File: src/rtl/loader_pkg.sv
`default_nettype none
// ============================================================================
//  Module      : loader_pkg
//  Description : Shared types and constants for the instruction-memory
//                boot loader (state encoding, header size, default depth).
//  Revision    : 1.0  initial release
// ============================================================================
package loader_pkg;

    // Loader FSM states. The header occupies LEN_LO/LEN_HI, image bytes are
    // collected in LOAD, and WRITE is the single-cycle memory strobe.
    typedef enum logic [2:0] {
        ST_LEN_LO = 3'd0,
        ST_LEN_HI = 3'd1,
        ST_LOAD   = 3'd2,
        ST_WRITE  = 3'd3,
        ST_DONE   = 3'd4,
        ST_ERROR  = 3'd5
    } state_t;

    // Number of header bytes carrying the little-endian word count.
    localparam int LEN_BYTES = 2;

    // Default instruction memory capacity in bytes.
    localparam int DEFAULT_DEPTH_BYTES = 256;

    // Bytes per instruction word; image words are assembled from this many bytes.
    localparam int BYTES_PER_WORD = 4;

    // Capacity of the instruction memory in words.
    function automatic int max_words(input int depth_bytes);
        return depth_bytes / BYTES_PER_WORD;
    endfunction

endpackage : loader_pkg
`default_nettype wire

File: src/rtl/imem_loader_if.sv
`default_nettype none
// ============================================================================
//  Module      : imem_loader_if
//  Description : Byte-stream receive handshake plus instruction-memory write
//                port used by the boot loader.
//                master : the loader (accepts bytes, drives the memory port)
//                slave  : the environment (byte source and memory)
//  Revision    : 1.0  initial release
// ============================================================================
interface imem_loader_if
    import loader_pkg::*;
#(
    parameter int WIDTH       = 32,
    parameter int DEPTH_BYTES = DEFAULT_DEPTH_BYTES
) ();

    localparam int AW = $clog2(DEPTH_BYTES);

    // Upstream byte stream
    logic             rx_valid;
    logic [7:0]       rx_data;
    logic             rx_ready;

    // Instruction memory write port
    logic             mem_we;
    logic [AW-1:0]    mem_addr;
    logic [WIDTH-1:0] mem_wdata;

    modport master (
        input  rx_valid,
        input  rx_data,
        output rx_ready,
        output mem_we,
        output mem_addr,
        output mem_wdata
    );

    modport slave (
        output rx_valid,
        output rx_data,
        input  rx_ready,
        input  mem_we,
        input  mem_addr,
        input  mem_wdata
    );

endinterface : imem_loader_if
`default_nettype wire

File: src/rtl/imem_loader.sv
`default_nettype none
// ============================================================================
//  Module      : imem_loader
//  Description : Boot loader that receives a length-prefixed byte image,
//                assembles little-endian words and writes them into the
//                processor instruction memory, holding the core in reset
//                until the full image has been written.
//  Revision    : 1.0  initial release
// ============================================================================
module imem_loader
    import loader_pkg::*;
#(
    parameter  int WIDTH       = 32,
    parameter  int DEPTH_BYTES = DEFAULT_DEPTH_BYTES,
    localparam int MAX_WORDS   = DEPTH_BYTES / BYTES_PER_WORD,
    localparam int AW          = $clog2(DEPTH_BYTES),
    localparam int CW          = $clog2(MAX_WORDS) + 1
) (
    input  wire logic          clock,
    input  wire logic          reset,
    imem_loader_if.master      bus,
    output logic               core_reset,
    output logic               load_done,
    output logic               load_error,
    output logic [CW-1:0]      words_loaded
);

    // Header counts are 16 bits wide; compare them against capacity at that width.
    localparam logic [15:0] MAX_N = 16'(MAX_WORDS);

    // ------------------------------------------------------------------------
    // Registered state
    // ------------------------------------------------------------------------
    state_t           state_q;
    logic [1:0]       byte_cnt_q;
    logic [15:0]      n_q;
    logic [CW-1:0]    words_q;
    logic [WIDTH-1:0] asm_q;

    // Registered outputs
    logic             rx_ready_q;
    logic             mem_we_q;
    logic [AW-1:0]    mem_addr_q;
    logic [WIDTH-1:0] mem_wdata_q;
    logic             core_reset_q;
    logic             load_done_q;
    logic             load_error_q;

    // ------------------------------------------------------------------------
    // Combinational helpers
    // ------------------------------------------------------------------------
    logic             hs;
    logic [WIDTH-1:0] asm_d;
    logic [15:0]      n_full;
    logic [CW-1:0]    words_inc;
    logic             last_word;

    // A byte transfers only when the loader is ready and upstream is valid.
    assign hs        = bus.rx_valid & rx_ready_q;

    // Full word count as it will be once the high header byte is captured.
    assign n_full    = {bus.rx_data, n_q[7:0]};

    // Count after the current WRITE completes; the image is finished when it
    // reaches the header count.
    assign words_inc = words_q + CW'(1);
    assign last_word = (16'(words_inc) == n_q);

    // Insert the incoming byte into lane byte_cnt of the assembly register.
    always_comb begin
        asm_d                            = asm_q;
        asm_d[{byte_cnt_q, 3'b000} +: 8] = bus.rx_data;
    end

    // Loader FSM: header parsing, word assembly, write strobe and status flags.
    always_ff @(posedge clock) begin
        if (!reset) begin
            state_q      <= ST_LEN_LO;
            byte_cnt_q   <= 2'd0;
            n_q          <= 16'd0;
            words_q      <= '0;
            asm_q        <= '0;
            rx_ready_q   <= 1'b1;
            mem_we_q     <= 1'b0;
            mem_addr_q   <= '0;
            mem_wdata_q  <= '0;
            core_reset_q <= 1'b1;
            load_done_q  <= 1'b0;
            load_error_q <= 1'b0;
        end else begin
            // The write strobe is a single-cycle pulse raised only on entry to WRITE.
            mem_we_q <= 1'b0;

            unique case (state_q)
                ST_LEN_LO: begin
                    if (hs) begin
                        n_q[7:0] <= bus.rx_data;
                        state_q  <= ST_LEN_HI;
                    end
                end

                ST_LEN_HI: begin
                    if (hs) begin
                        n_q[15:8] <= bus.rx_data;
                        if (n_full == 16'd0) begin
                            // Empty image: release the core immediately.
                            state_q      <= ST_DONE;
                            rx_ready_q   <= 1'b0;
                            load_done_q  <= 1'b1;
                            core_reset_q <= 1'b0;
                        end else if (n_full > MAX_N) begin
                            // Image cannot fit: lock up with the core held in reset.
                            state_q      <= ST_ERROR;
                            rx_ready_q   <= 1'b0;
                            load_error_q <= 1'b1;
                        end else begin
                            state_q <= ST_LOAD;
                        end
                    end
                end

                ST_LOAD: begin
                    if (hs) begin
                        asm_q      <= asm_d;
                        byte_cnt_q <= byte_cnt_q + 2'd1;
                        if (byte_cnt_q == 2'd3) begin
                            // Fourth byte: present the word to memory next cycle.
                            // Capacity checks guarantee words_q*4 fits in AW bits.
                            state_q     <= ST_WRITE;
                            rx_ready_q  <= 1'b0;
                            mem_we_q    <= 1'b1;
                            mem_addr_q  <= AW'({words_q, 2'b00});
                            mem_wdata_q <= asm_d;
                        end
                    end
                end

                ST_WRITE: begin
                    words_q <= words_inc;
                    if (last_word) begin
                        state_q      <= ST_DONE;
                        load_done_q  <= 1'b1;
                        core_reset_q <= 1'b0;
                    end else begin
                        state_q    <= ST_LOAD;
                        rx_ready_q <= 1'b1;
                    end
                end

                ST_DONE, ST_ERROR: begin
                    // Terminal until reset; all outputs hold.
                end

                default: begin
                    // Unreachable encodings recover to a safe restart with the core held.
                    state_q      <= ST_LEN_LO;
                    rx_ready_q   <= 1'b1;
                    core_reset_q <= 1'b1;
                    load_done_q  <= 1'b0;
                    load_error_q <= 1'b0;
                end
            endcase
        end
    end

    // ------------------------------------------------------------------------
    // Output drive
    // ------------------------------------------------------------------------
    assign bus.rx_ready  = rx_ready_q;
    assign bus.mem_we    = mem_we_q;
    assign bus.mem_addr  = mem_addr_q;
    assign bus.mem_wdata = mem_wdata_q;
    assign core_reset    = core_reset_q;
    assign load_done     = load_done_q;
    assign load_error    = load_error_q;
    assign words_loaded  = words_q;

    // ------------------------------------------------------------------------
    // Invariants
    // ------------------------------------------------------------------------
    a_done_err_exclusive : assert property (@(posedge clock) disable iff (!reset)
        !(load_done_q && load_error_q));

    a_no_accept_during_write : assert property (@(posedge clock) disable iff (!reset)
        mem_we_q |-> !rx_ready_q);

    a_word_aligned : assert property (@(posedge clock) disable iff (!reset)
        mem_we_q |-> (mem_addr_q[1:0] == 2'b00));

    a_core_released_only_done : assert property (@(posedge clock) disable iff (!reset)
        !core_reset_q |-> load_done_q);

endmodule : imem_loader
`default_nettype wire

File: src/flat_wrapper.sv
// flat-port wrapper written by rule: the top's interface ports become plain ports
module imem_loader_flat import loader_pkg::*;
#(
    parameter  int WIDTH       = 32,
    parameter  int DEPTH_BYTES = DEFAULT_DEPTH_BYTES,
    localparam int MAX_WORDS   = DEPTH_BYTES / BYTES_PER_WORD,
    localparam int AW          = $clog2(DEPTH_BYTES),
    localparam int CW          = $clog2(MAX_WORDS) + 1
)
  (clock, reset, core_reset, load_done, load_error, words_loaded, bus_rx_valid, bus_rx_data, bus_rx_ready, bus_mem_we, bus_mem_addr, bus_mem_wdata);
  imem_loader_if #(.WIDTH(WIDTH), .DEPTH_BYTES(DEPTH_BYTES)) bus_i ();
  input  wire logic clock;
  input  wire logic reset;
  output logic core_reset;
  output logic load_done;
  output logic load_error;
  output logic [CW-1:0] words_loaded;
  input wire logic [$bits(bus_i.rx_valid)-1:0] bus_rx_valid;
  input wire logic [$bits(bus_i.rx_data)-1:0] bus_rx_data;
  output wire logic [$bits(bus_i.rx_ready)-1:0] bus_rx_ready;
  output wire logic [$bits(bus_i.mem_we)-1:0] bus_mem_we;
  output wire logic [$bits(bus_i.mem_addr)-1:0] bus_mem_addr;
  output wire logic [$bits(bus_i.mem_wdata)-1:0] bus_mem_wdata;
  assign bus_i.rx_valid = bus_rx_valid;
  assign bus_i.rx_data = bus_rx_data;
  assign bus_rx_ready = bus_i.rx_ready;
  assign bus_mem_we = bus_i.mem_we;
  assign bus_mem_addr = bus_i.mem_addr;
  assign bus_mem_wdata = bus_i.mem_wdata;
  imem_loader #(.WIDTH(WIDTH), .DEPTH_BYTES(DEPTH_BYTES)) u_core (.clock(clock), .reset(reset), .bus(bus_i), .core_reset(core_reset), .load_done(load_done), .load_error(load_error), .words_loaded(words_loaded));
endmodule
File: config.mk
export PLATFORM = sky130hd
export DESIGN_NAME = imem_loader_flat
export DESIGN_NICKNAME = d
export VERILOG_FILES = /design/src/rtl/loader_pkg.sv /design/src/rtl/imem_loader_if.sv /design/src/rtl/imem_loader.sv /design/src/flat_wrapper.sv
export SDC_FILE = /design/constraint.sdc
export NUM_CORES = 1
export LEC_CHECK = 0
export BUFFER_PORTS_ARGS = -buffer_cell sky130_fd_sc_hd__buf_2
export CORE_MARGIN = 3
export CORE_UTILIZATION = 35
export CTS_CLUSTER_DIAMETER = 40
export DETAILED_ROUTE_END_ITERATION = 10
export PLACE_DENSITY = 0.54
export RECOVER_POWER = 100
export SLEW_MARGIN = 20
export SYNTH_ARGS = -nofsm -noshare
export SYNTH_HDL_FRONTEND = slang
export SYNTH_SLANG_ARGS = --single-unit
File: constraint.sdc
create_clock -name clock -period 2.68 [get_ports clock]
set_input_delay 0.268 -clock clock [delete_from_list [all_inputs] [get_ports clock]]
set_output_delay 0.268 -clock clock [all_outputs]
set_load 0.005 [all_outputs]
-- After elaboration in Yosys (flattened, before gate mapping)
Index checks and enable logic that the tools add are counted.
- register bits after elaboration: 103
- output and inout port bits: 52
- logic and storage cells: 85
- add/subtract/negate cells: 3
- order comparisons: 1
- equal/unequal tests: 17
- shift operators: 2
- muxes and demuxes: 29
- bitwise logic cells: 5
- reductions and logical operators: 15
- operators by type and width (operator ; count):
    bitwise mux 32 bit ; 1
    variable shift 8 x 7 -> 32 bit (first input constant) ; 1
    indexed part select 8 x 7 -> 32 bit ; 1
    2-to-1 mux 3 bit ; 7
    equality test 7 x 16 -> 1 bit ; 1
    greater-than comparator 16 x 7 -> 1 bit (second input constant) ; 1
    zero test 16 bit ; 1
    2-to-1 mux 1 bit ; 16
    case mux 3 bit (5 select lines) ; 1
    inequality test 2 x 1 -> 1 bit (second input constant) ; 7
    AND reduction 4 bit ; 2
    adder 7 x 1 -> 7 bit (second input constant) ; 1
    negator 5 -> 7 bit ; 1
    equality test 3 x 2 -> 1 bit (second input constant) ; 2
    equality test 3 bit (second input constant) ; 2
    case mux 1 bit (3 select lines) ; 2
    AND reduction 2 bit ; 3
    AND reduction 3 bit ; 2
    AND reduction 6 bit ; 1
    AND reduction 5 bit ; 1
    OR reduction 5 bit ; 1
    inequality test 2 bit (second input constant) ; 2
    inverter 1 bit ; 4
    case mux 1 bit (4 select lines) ; 1
    other kinds (10) ; 10

-- Depth between registers and ports, before layout
Gate-level depths: netlist (run 1).
- word-level depth: 5
- mapped depth: 6
- depth with buffers taken out: 6

-- Worst setup path before layout (run 1)
No wires, ideal clock.
- path kind: reg-to-reg
- from: register u_core.byte_cnt_q[0]
- to: register u_core.asm_q[0]
- setup time: 0.086 ns
- arrival time: 1.809 ns
- required time: 2.594 ns
- setup slack: 0.785 ns
- cell stages (with the launch flop): 6
- period minus slack after synthesis: 1.895 ns
- path through: dfxtp_1 inv_1 ha_1 nor3_1 a21oi_1 a211oi_1
- cells in the longest elaborated chain, start to end: 3
- RTL lines (what ; line ; source):
    from (decl) ; imem_loader.sv:35 ; logic [1:0] byte_cnt_q;
    from (signal assigned) ; imem_loader.sv:125 ; byte_cnt_q <= byte_cnt_q + 2'd1;
    negator 5 -> 7 bit * ; imem_loader.sv:72 ; asm_d[{byte_cnt_q, 3'b000} +: 8] = bus.rx_data;
    indexed part select 8 x 7 -> 32 bit or variable shift 8 x 7 -> 32 bit (tied branches) ; imem_loader.sv:72 ;
    bitwise mux 32 bit * ; imem_loader.sv:72 ;
    to (signal assigned) ; imem_loader.sv:124 ; asm_q <= asm_d;
    to (decl) ; imem_loader.sv:38 ; logic [WIDTH-1:0] asm_q;
Mark *: on every way between the ends. The rest lies on a longest branch, timed or not.
A chain may end at the register's enable or synchronous reset.

-- Worst setup path in the final report (run 1)
- from: register u_core.byte_cnt_q[0]
- to: register u_core.asm_q[29]
The elaborated chain is that of the path after synthesis.

==> results of run 1 <==
-- stage by stage --
| step | util [%] | worst slack (ns) | instances |
|---|---|---|---|
| after floorplan | - | 0.785 | 500 |
| after global placement | 40.2 | 0.767 | 703 |
| after detailed placement | 40.2 | 0.712 | 703 |
| after CTS | 42.4 | 0.687 | 718 |
| after global routing | 41.9 | 0.261 | 718 |
| final | 41.9 | 0.549 | 718 |
-- kinds of logic after synthesis --
logic type / after synthesis
AO/OA/AOI/OAI: 129
other: 1
multiplexers: 17
adder cells (fa/ha/maj): 7
AND/OR/NAND/NOR: 188
buffers and inverters: 40
flip-flops: 103
XOR/XNOR: 14
-- state kept, by name, summed over array words and instances, names as in the netlist --
| name | count |
|---|---|
| u_core.bus.mem_wdata | 32 |
| u_core.load_done | 1 |
| u_core.n_q | 16 |
| u_core.state_q | 3 |
| u_core.asm_q | 32 |
| u_core.bus.rx_ready | 1 |
| u_core.words_loaded | 7 |
| u_core.byte_cnt_q | 2 |
| u_core.core_reset | 1 |
| u_core.bus.mem_addr | 6 |
| u_core.load_error | 1 |
| u_core.bus.mem_we | 1 |
-- power by group --
part / switching [mW] / total, mW / internal [mW]
Clock: 0.559 / 1.21 / 0.654
Sequential: 0.0208 / 1.57 / 1.55
Combinational: 0.103 / 0.161 / 0.0580
-- cells in the mapped netlist, drive strengths merged, types with 3 or more instances --
library cell  count  area (um2)
nor2             94         353
nor2b            32         200
dfxtp           103        2060
clkbuf           26        97.6
or3               3        18.8
nor4              5        37.5
nand4             4        25.0
o21ai             6        30.0
mux2i            17         170
nand2            24        90.1
inv               7        26.3
a21oi            42         210
xnor2             8        70.1
ha                7        87.6
nand3             6        30.0
xor2              6        52.6
a211oi           65         488
and3              3        18.8
buf               7        33.8
nor3             10        60.1
-- layout make-up --
type | count | area share [%]
clock buffer | 11 | 4.78
clock inverter | 4 | 0.591
inverter | 7 | 0.517
multi-input combinational | 357 | 42.5
sequential | 103 | 40.6
tap | 168 | 4.14
timing repair buffer | 68 | 6.92
-- worst max path at each step --
| stage | startpoint | end | depth (start not counted) |
|---|---|---|---|
| 4_1_cts | u_core.words_loaded[0]$_SDFFE_PN0N_ | u_core.state_q[1]$_SDFFE_PN0P_ | 6 |
| 3_5_place_dp | u_core.words_loaded[0]$_SDFFE_PN0N_ | u_core.state_q[1]$_SDFFE_PN0P_ | 6 |
| 6_report | u_core.byte_cnt_q[0]$_SDFFE_PN0P_ | u_core.asm_q[29]$_SDFFE_PN0P_ | 6 |
| 2_1_floorplan | u_core.byte_cnt_q[0]$_SDFFE_PN0P_ | u_core.asm_q[0]$_SDFFE_PN0P_ | 5 |
| 3_3_place_gp | u_core.words_loaded[0]$_SDFFE_PN0N_ | u_core.state_q[1]$_SDFFE_PN0P_ | 6 |
| 5_1_grt | u_core.byte_cnt_q[0]$_SDFFE_PN0P_ | u_core.bus.mem_wdata[27]$_SDFFE_PN0P_ | 6 |
-- worst max-delay path: stages, from the launching register on --
cell and delay, ns:
dfxtp_1 0.47, inv_1 0.16, ha_1 0.38, nor4b_1 0.29
clkbuf_1 0.33, a21oi_1 0.17, a211oi_1 0.24
-- per-layer routing --
metal | vias up | global-route usage (%)
li1 | 1860 | -
met1 | 1658 | 21.9
met5 | - | 0
met4 | 0 | 7.03
met2 | 67 | 22.5
met3 | 10 | 3.32
==> impl_results.md, run 1 <==
- GR Overflow Total: 0
- Sequential cell area: 2060 um2
- Worst EP arrival: 2.39 ns
- Final Skew: 0.00661 ns
- # setup viols final: 0
- # Post-CTS Setup Buffers: 0
- Synth Register Bits: 103
- WHS Path Cells: 2
- Post-CTS sizing: 0
- Post-synth EDFFs: 0
- Core Region: 12,100 um2
- Reg2Reg Depth: 6
- First-pass GRT wire length: 17.6 mm
- Starting Density: 36.1%
- Placer Congestion: 0.807
- Placed cell areas: 4870 um2
- Netlist Area Pre-Place: 4370 um2
- Multi-input gate area: 2160 um2
- Avg WL per Cell: 14.7 um
- Max-slew violation count: 0
- Flop2flop setup slack: 0.55 ns
- YS warnings: 0
- Die width: 118 um
- Hold endpoint: u_core.state_q[2]$_SDFFE_PN0P_
- Post-synthesis cell type count: 45
- Starting DRT DRC Count: 217
- WL final: 10.6 mm
- Most common cell after layout, fill and taps aside: dfxtp_1
- F_max: 0.469 GHz
- Sequential share of the synthesized area: 47.1%
- Top sig layer: met4
- Metal3 WL: 426 um
- PwrDens: 579 nW/um2
- Syn Area/Cell: 8.77 um2
- Worst Tran Pin Value: 0.812 ns
- Multiplexer area fraction after synthesis: 3.89%
- Initial antenna violation count: 0
- Pin count of the biggest net entering global routing: 71
- H-tree depth: 3
- DIE AREA: 13,900 um2
- Tot GR Track Use: 15.5%
- Area Growth Syn to Fin: 16.1%
- Largest family of logic cells by synthesized area: simple AND/OR/NAND/NOR gates
- N_diodes: 0
- Critical path startpoint category: flip-flop
- Clock Pin Slew Worst Setup and Hold Paths: 0.07 ns
- Critical-path maximum fanout: 8
- Setup CP Type: reg2reg
- Routed vias: 3,595
- Nets@finish: 564
- Commonest non-fill, non-tap cells in the layout: dfxtp_1, nor2_1, a211oi_1
- Critical Path RT: 2.94 ns
- Post-Synth Adder-Cell Area: 2.00%
- Post-synthesis compound-gate area fraction: 20.0%
- Top_reg_cell synth: dfxtp_1
- Layout cells sized above 1: 10.9%
- Tot Pwr: 2.94 mW
- Worst hold start: reset
- Cts bufs inserted: 9
- Max-Cap Viols: 0
- Fill count: 1,254
- Hold slack: 0.210 ns
- Hold-fix buffers at CTS: 0
- Clock tree from TritonCTS: done
- Met2 wire len: 4.60 mm
- Crit share post-route: 79.5%
- Top-level I/O count: 63
- CTS Sinks: 103
- Met1 Routed Length: 5.40 mm
- Worst r2r src: u_core.byte_cnt_q[0]$_SDFFE_PN0P_
- Final Hold Fails: 0
- Clock period minus worst slack: 2.13 ns
- R2R Path End: u_core.asm_q[29]$_SDFFE_PN0P_
- Vias per cell: 5.01
- Outcome: complete, no violations
- Vias in the first global route: 3,383
- Worst min path class: in2reg
- Setup TNS: 0 ns
- Leak pwr: 1.83 nW
- Peak supply drop: 0.263 mV
- Synth Area in Simple Gates: 20.5%
- Antenna viol nets, final: 0
- Clk_lat worst skew: 0.34 ns
- Root buffer cell: clkbuf_16
- Post-synth ARST share: 0%
- Post-route cell area: 5080 um2
- Row cnt: 40
- Drt first pass iters: 4
- Synth Area in XOR/XNOR: 2.80%
- Mapped Cells: 499
- Port-buffer cells: 60
- Slew margin rel.: 45.5%
- RSZ-0062 raised after global routing: false
- Deepest clock path buffer count: 2
- DPL Wire Length: 6.93 mm
- CP Capture Type: flip-flop
- DR DRC count: 0
- Chip height: 118 um
No activity file was read; power rests on OpenSTA's default activity.
==> run 2: changes to the inputs <==
--- a/config.mk
+++ b/config.mk
@@ -5,12 +5,13 @@
 export SDC_FILE = /design/constraint.sdc
 export NUM_CORES = 1
 export LEC_CHECK = 0
+export ABC_AREA = 1
 export BUFFER_PORTS_ARGS = -buffer_cell sky130_fd_sc_hd__buf_2
 export CORE_MARGIN = 3
 export CORE_UTILIZATION = 35
 export CTS_CLUSTER_DIAMETER = 40
 export DETAILED_ROUTE_END_ITERATION = 10
-export PLACE_DENSITY = 0.54
+export PLACE_DENSITY = 0.56
 export RECOVER_POWER = 100
 export SLEW_MARGIN = 20
 export SYNTH_ARGS = -nofsm -noshare
==> constraint.sdc (replaced) <==
create_clock -name clock -period 1.8 [get_ports clock]
set_input_delay 0.18 -clock clock [delete_from_list [all_inputs] [get_ports clock]]
set_output_delay 0.18 -clock clock [all_outputs]
set_load 0.005 [all_outputs]
==> run 2 against run 1 <==
Clock power is 74% higher. Critical path depth is 8 higher. First-iteration DRC count is 15% higher. Register-to-register slack worse by 0.39 ns. Global-route usage is 2.2 points higher.
==> impl_results.md, run 2 <==
- Top sig layer: met4
- Row cnt: 40 (unchanged)
- Crit share post-route: 91.1% (+12 points)
- GR Overflow Total: 0 (unchanged)
- # setup viols final: 0 (unchanged)
- H-tree depth: 3 (unchanged)
- Post-synth EDFFs: 0 (unchanged)
- Post-synth ARST share: 0% (unchanged)
- Initial antenna violation count: 0 (unchanged)
- Top-level I/O count: 63 (unchanged)
- Tot Pwr: 5.51 mW (+87%)
- Max-slew violation count: 0 (unchanged)
- Hold-fix buffers at CTS: 0 (unchanged)
- Clock Pin Slew Worst Setup and Hold Paths: 0.07 ns (about the same)
- Top_reg_cell synth: dfxtp_1
- Final Hold Fails: 0 (unchanged)
- Root buffer cell: clkbuf_16
- Most common cell after layout, fill and taps aside: nand2_1
- DR DRC count: 0 (unchanged)
- Reg2Reg Depth: 14 (+8)
- Top cell type by total area after synthesis: dfxtp_1
- PwrDens: 1010 nW/um2 (+74%)
- Starting DRT DRC Count: 250 (+15%)
- Critical-path maximum fanout: 3 (-5)
- Hold slack: 0.172 ns (-0.0376 ns)
- Leak pwr: 2.16 nW (+18%)
- Commonest non-fill, non-tap cells in the layout: nand2_1, dfxtp_1, a21oi_1
- Layout cells sized above 1: 15.9% (+5.0 points)
- Metal3 WL: 468 um (+9.9%)
- Cell Chain, Critical Path: ha_4 > inv_2 > nand2_2 > nand2_1 > nor2_1 > nand3_1 > nor2_1 > nand2_1 > nor2_2 > nand2_1 > nand2_2 > nand2_2 > nand2_2 > nand3_2
- Met2 wire len: 5.92 mm (+29%)
- Mapped Cells: 619 (+24%)
- First-pass GRT wire length: 20.3 mm (+16%)
- Setup crit start: u_core.words_loaded[1]$_SDFFE_PN0N_
- Die width: 120 um (+1.8%)
- Starting Density: 36.8% (+0.64 points)
- WL final: 12.2 mm (+16%)
- Worst hold start: reset
- Top cells by area, synth: dfxtp_1, nand2_1, a21oi_1, o21ai_0, inv_1
- Worst r2r src: u_core.words_loaded[1]$_SDFFE_PN0N_
- Chip height: 120 um (+1.8%)
- Sequential share of the synthesized area: 45.4% (-1.8 points)
- Outcome: complete, no violations
- Setup TNS: 0 ns (unchanged)
- Setup CP Type: reg2reg
- Slowest stage delay, CP: 0.34 ns (-0.13 ns)
- Nets@finish: 700 (+24%)
- Peak supply drop: 0.452 mV (+72%)
- Pin count of the biggest net entering global routing: 53 (-25%)
- Most frequent cell after synthesis: nand2_1
- Core Region: 12,400 um2 (+2.1%)
- Synth Register Bits: 103 (unchanged)
- Avg WL per Cell: 14.3 um (-2.9%)
- Clock period minus worst slack: 1.64 ns (-0.491 ns)
- Area Growth Syn to Fin: 20.0%
- Worst EP arrival: 1.87 ns (-0.52 ns)
- Clk_lat worst skew: 0.35 ns (about the same)
- Area share of the largest cell type after synthesis: 45.4% (-1.8 points)
- Placer Congestion: 0.899 (+11%)
- Deepest clock path buffer count: 2 (unchanged)
- DIE AREA: 14,400 um2 (+3.7%)
- F_max: 0.610 GHz (+30%)
- DPL Wire Length: 8.88 mm (+28%)
- Vias per cell: 4.95 (-1.1%)
- CTS Sinks: 103 (unchanged)
- Cts bufs inserted: 9 (unchanged)
- Netlist Area Pre-Place: 4540 um2 (+3.9%)
- Top post-synthesis cells by count: nand2_1, dfxtp_1, a21oi_1
- WHS Path Cells: 2 (unchanged)
- RSZ-0062 raised after global routing: true
- N_diodes: 0 (unchanged)
- Slowest stage cell on the critical path: dfxtp_2
- Syn Area/Cell: 7.34 um2 (-16%)
- Antenna viol nets, final: 0 (unchanged)
- Post-synthesis cell type count: 28 (-38%)
- Vias in the first global route: 4,055 (+20%)
- Critical Path RT: 2.03 ns (-0.91 ns)
- Port-buffer cells: 60 (unchanged)
- Drt first pass iters: 5 (+1)
- Max-Cap Viols: 0 (unchanged)
- Final Skew: 0.00679 ns (+0.000175 ns)
- Critical path startpoint category: flip-flop
- Routed vias: 4,233 (+18%)
- CP Capture Type: flip-flop
- Clock tree from TritonCTS: done
- Most common cell on crit path: nand2_2
- Met1 Routed Length: 5.63 mm (+4.1%)
- Worst min path class: in2reg
- Tot GR Track Use: 17.6% (+2.2 points)
- YS warnings: 0 (unchanged)
run 2: area by class of cell:
type / count / area (um2)
fillers: 1311 / 6910
flip-flops and latches: 103 / 2070
multi-input cells: 402 / 2060
repair buffers: 84 / 489
inverters: 82 / 308
clock buffers: 10 / 229
well taps: 168 / 210
clock inverters: 6 / 91.3
run 2: timing repair:
| action | in CTS | in global routing |
|---|---|---|
| endpoints found under the setup margin | 0 | 29 |
| setup buffers | 0 | 1 |
| gates resized for setup | 0 | 14 |
run 2: per-layer routing:
metal	vias to the layer above	track usage (%)
met5	-	0
met4	0	6.37
met3	18	4.38
met2	74	29.0
met1	1965	22.4
li1	2176	-
run 2: path summary, 6_finish.rpt:
path | endpoint | slack (ns)
hold reg to reg | u_core.asm_q[0]$_SDFFE_PN0P_ | 0.46
hold / removal | u_core.core_reset$_SDFFE_PN1P_ | 0.17
setup / recovery | u_core.core_reset$_SDFFE_PN1P_ | 0.16
setup reg to reg | u_core.core_reset$_SDFFE_PN1P_ | 0.16
run 2: power breakdown:
part	switching, mW	internal (mW)
Clock	0.886	1.23
Combinational	0.549	0.311
Sequential	0.0998	2.44
Total	1.53	3.98
run 2: logic make-up (layout without fill, tap and decap cells):
group,after synthesis,in the layout,synth area share [%]
AOI/OAI and AO/OA,190,190,22.9
adders and majority gates,7,7,1.93
buffers and inverters,115,182,10.3
DFF,103,103,45.4
other,1,2,0.0825
and+or+nand+nor,203,203,19.4
run 2: worst max-delay path: cells and delay by family (launching register included):
kind | cells | cell delay, ns
fa+ha+maj | 1 | 0.26
flops | 1 | 0.34
simple gates | 12 | 0.92
buf+inv | 1 | 0.04
run 2: stage by stage:
| stage | worst slack, ns | std cells | cell area, um2 | utilization [%] |
|---|---|---|---|---|
| after global routing | -0.0853 | 855 | 5450 | 44.1 |
| after detailed placement | 0.0872 | 838 | 5110 | 41.3 |
| final | 0.160 | 855 | 5450 | 44.1 |
| after CTS | 0.0661 | 854 | 5430 | 43.9 |
| after floorplan | 0.0179 | 620 | 4550 | - |
| after global placement | 0.0702 | 838 | 5110 | 41.3 |
==> run 3: changes to the inputs <==
--- a/config.mk
+++ b/config.mk
@@ -6,13 +6,13 @@
 export NUM_CORES = 1
 export LEC_CHECK = 0
 export ABC_AREA = 1
-export BUFFER_PORTS_ARGS = -buffer_cell sky130_fd_sc_hd__buf_2
+export BUFFER_PORTS_ARGS = -buffer_cell sky130_fd_sc_hd__clkbuf_2
 export CORE_MARGIN = 3
 export CORE_UTILIZATION = 35
 export CTS_CLUSTER_DIAMETER = 40
 export DETAILED_ROUTE_END_ITERATION = 10
 export PLACE_DENSITY = 0.56
-export RECOVER_POWER = 100
+export RECOVER_POWER = 25
 export SLEW_MARGIN = 20
 export SYNTH_ARGS = -nofsm -noshare
 export SYNTH_HDL_FRONTEND = slang
==> run 3 against run 2 <==
Combinational power barely moved. Worst hold slack got worse by 0.0051 ns. Non-clock buffer count rose by 2. Final cell count rose by 0.23%. First-iteration DRC count rose by 10%. Power fell by 5.1%. Sequential power barely moved. Routed wire length rose by 2.7%. Core utilization fell by 0.37 points. Clock-buffer cell count did not move. Critical endpoint is now u_core.bus.mem_wdata[23]$_SDFFE_PN0P_. Largest power group unchanged. Highest routed layer unchanged.
==> impl_results.md, run 3 (same netlist as run 2, synthesis figures left out) <==
- DPL Wire Length: 9.08 mm (+2.2%)
- DR DRC count: 0 (unchanged)
- Layout cells sized above 1: 16.5% (+0.68 points)
- CTS Sinks: 103 (unchanged)
- Area Growth Syn to Fin: 19.0%
- F_max: 0.590 GHz (-3.3%)
- Reg2Reg Depth: 7 (-7)
- Chip height: 120 um (unchanged)
- Tot GR Track Use: 17.9% (+0.30 points)
- Critical Path RT: 2.08 ns (+0.05 ns)
- Worst min path class: in2reg
- Clock share of power: 34.9% (-3.5 points)
- Clk_lat worst skew: 0.35 ns (about the same)
- WL final: 12.6 mm (+2.7%)
- Deepest clock path buffer count: 2 (unchanged)
- Vias in the first global route: 4,074 (+0.47%)
- H-tree depth: 3 (unchanged)
- Combinational power share: 16.5% (+0.9 points)
- Top-level I/O count: 63 (unchanged)
- Peak supply drop: 0.702 mV (+55%)
- Row cnt: 40 (unchanged)
- Max-slew violation count: 0 (unchanged)
- Antenna viol nets, final: 0 (unchanged)
- Die width: 120 um (unchanged)
- Sw power: 1.54 mW (+0.43%)
- Commonest non-fill, non-tap cells in the layout: nand2_1, dfxtp_1, a21oi_1
- Cts bufs inserted: 9 (unchanged)
- Clock period minus worst slack: 1.70 ns (+0.0561 ns)
- Clock tree from TritonCTS: done
- First-pass GRT wire length: 20.6 mm (+1.3%)
- Outcome: complete, no violations
- GR Overflow Total: 0 (unchanged)
- CP Capture Type: flip-flop
- Fill count: 1,290 (-1.6%)
- Vias per cell: 5.00 (+0.97%)
- Placed cell areas: 5110 um2 (about the same)
- Max-Cap Viols: 0 (unchanged)
- Initial antenna violation count: 0 (unchanged)
- Sequential fraction of design power: 48.6% (+2.6 points)
- Starting Density: 36.8% (unchanged)
- Drt first pass iters: 5 (unchanged)
- Pin count of the biggest net entering global routing: 53 (unchanged)
- Worst slack, placed: 0.100 ns (+0.0131 ns)
- WHS Path Cells: 3 (+1)
- Post-route cell area: 5410 um2 (-0.85%)
- Tot Pwr: 5.23 mW (-5.1%)
- Multi-input gate area: 2050 um2 (-0.36%)
- Routed vias: 4,284 (+1.2%)
- Root buffer cell: clkbuf_16
- Clock Pin Slew Worst Setup and Hold Paths: 0.07 ns (about the same)
- # setup viols final: 0 (unchanged)
- Switching share of total power: 29.5% (+1.6 points)
- Nets@finish: 702 (+0.29%)
- Leak pwr: 2.15 nW (-0.74%)
- Crit share post-route: 94.2% (+3.1 points)
- Setup CP Type: reg2reg
- Sequential cell area: 2060 um2 (-0.12%)
- Int Pwr: 3.69 mW (-7.3%)
- Port-buffer cells: 60 (unchanged)
- Most common cell after layout, fill and taps aside: nand2_1
- Setup ws final: 0.104 ns (-0.0561 ns)
- Hold-fix buffers at CTS: 0 (unchanged)
- Core Region: 12,400 um2 (unchanged)
- DIE AREA: 14,400 um2 (unchanged)
- RSZ-0062 raised after global routing: true
- Placer Congestion: 0.914 (+1.6%)
- Critical path startpoint category: flip-flop
- Starting DRT DRC Count: 275 (+10%)
- Avg WL per Cell: 14.6 um (+2.5%)
- PwrDens: 967 nW/um2 (-4.3%)
- Final Hold Fails: 0 (unchanged)
- Critical-path maximum fanout: 20 (+17)
- Final Skew: 0.00835 ns (+0.00156 ns)
- Final core occ: 43.7% (-0.37 points)
- N_diodes: 0 (unchanged)
- Worst EP arrival: 1.97 ns (+0.10 ns)
## run 3: cell count changes in the layout (fill, tap and decap cells not counted), moves of 2 or more
cell	change
nand2_1	+3
clkbuf_1	-9
dfxtp_1	+2
dfxtp_2	-2
clkinvlp_4	+3
buf_4	+4
clkbuf_2	+43
nand2_2	-3
buf_2	-34
bufinv_16	-2
## run 3: routing by layer
| metal | routed length [um] | track usage, % | part of all wire [%] | vias up |
|---|---|---|---|---|
| met5 | 0 | 0 | 0 | - |
| met4 | 238 | 6.08 | 1.9 | 0 |
| met3 | 515 | 4.76 | 4.1 | 18 |
| met2 | 5960 | 29.2 | 47 | 78 |
| met1 | 5840 | 22.9 | 47 | 2011 |
| li1 | - | - | - | 2177 |
## run 3: worst paths after layout
check        slack (ns)                         startpoint                                     to
max                0.10  u_core.byte_cnt_q[0]$_SDFFE_PN0P_  u_core.bus.mem_wdata[23]$_SDFFE_PN0P_
min                0.17                     bus_rx_data[2]            u_core.n_q[10]$_SDFFE_PN0P_
max reg2reg        0.10  u_core.byte_cnt_q[0]$_SDFFE_PN0P_  u_core.bus.mem_wdata[23]$_SDFFE_PN0P_
min reg2reg        0.46     u_core.load_error$_SDFFE_PN0P_         u_core.load_error$_SDFFE_PN0P_
## run 3: power by group through the flow
stage	sequential, mW	clock, mW	combinational (mW)
finish	2.54	1.82	0.863
global route	2.55	1.98	0.996
CTS	2.54	1.89	0.867
detailed placement	2.59	0	0.862
global placement	2.58	0	0.846
floorplan	2.56	0	0.616
## run 3: repair_timing
| item | CTS | global route |
|---|---|---|
| endpoints found under the setup margin | 0 | 29 |
| resized for setup | 0 | 7 |
| setup buffers | 0 | 1 |
| hold endpoints to repair | 0 | 0 |
## run 3: area by class of cell
cell class                      instances  area share [%]
Sequential cell                       103            38.2
Multi-Input combinational cell        402            37.9
Timing Repair Buffer                   86            9.24
Inverter                               82            5.69
Clock buffer                           10            4.24
Tap cell                              168            3.89
Clock inverter                          6           0.833
## run 3: worst max-delay path, stage by stage, from the launching register on
cell and delay (ns):
dfxtp_1 0.33, buf_4 0.18, ha_1 0.22, nand2_1 0.10, nor2_2 0.22, buf_4 0.27, o21ai_0 0.12, a21oi_1 0.18
## run 3: through the flow
step / cells / TNS [ns] / hold slack (ns)
floorplan: 620 / 0 / 0.318
global placement: 840 / 0 / 0.443
detailed placement: 840 / 0 / 0.450
CTS: 856 / 0 / 0.151
global route: 857 / -0.116 / 0.179
finish: 857 / 0 / 0.167
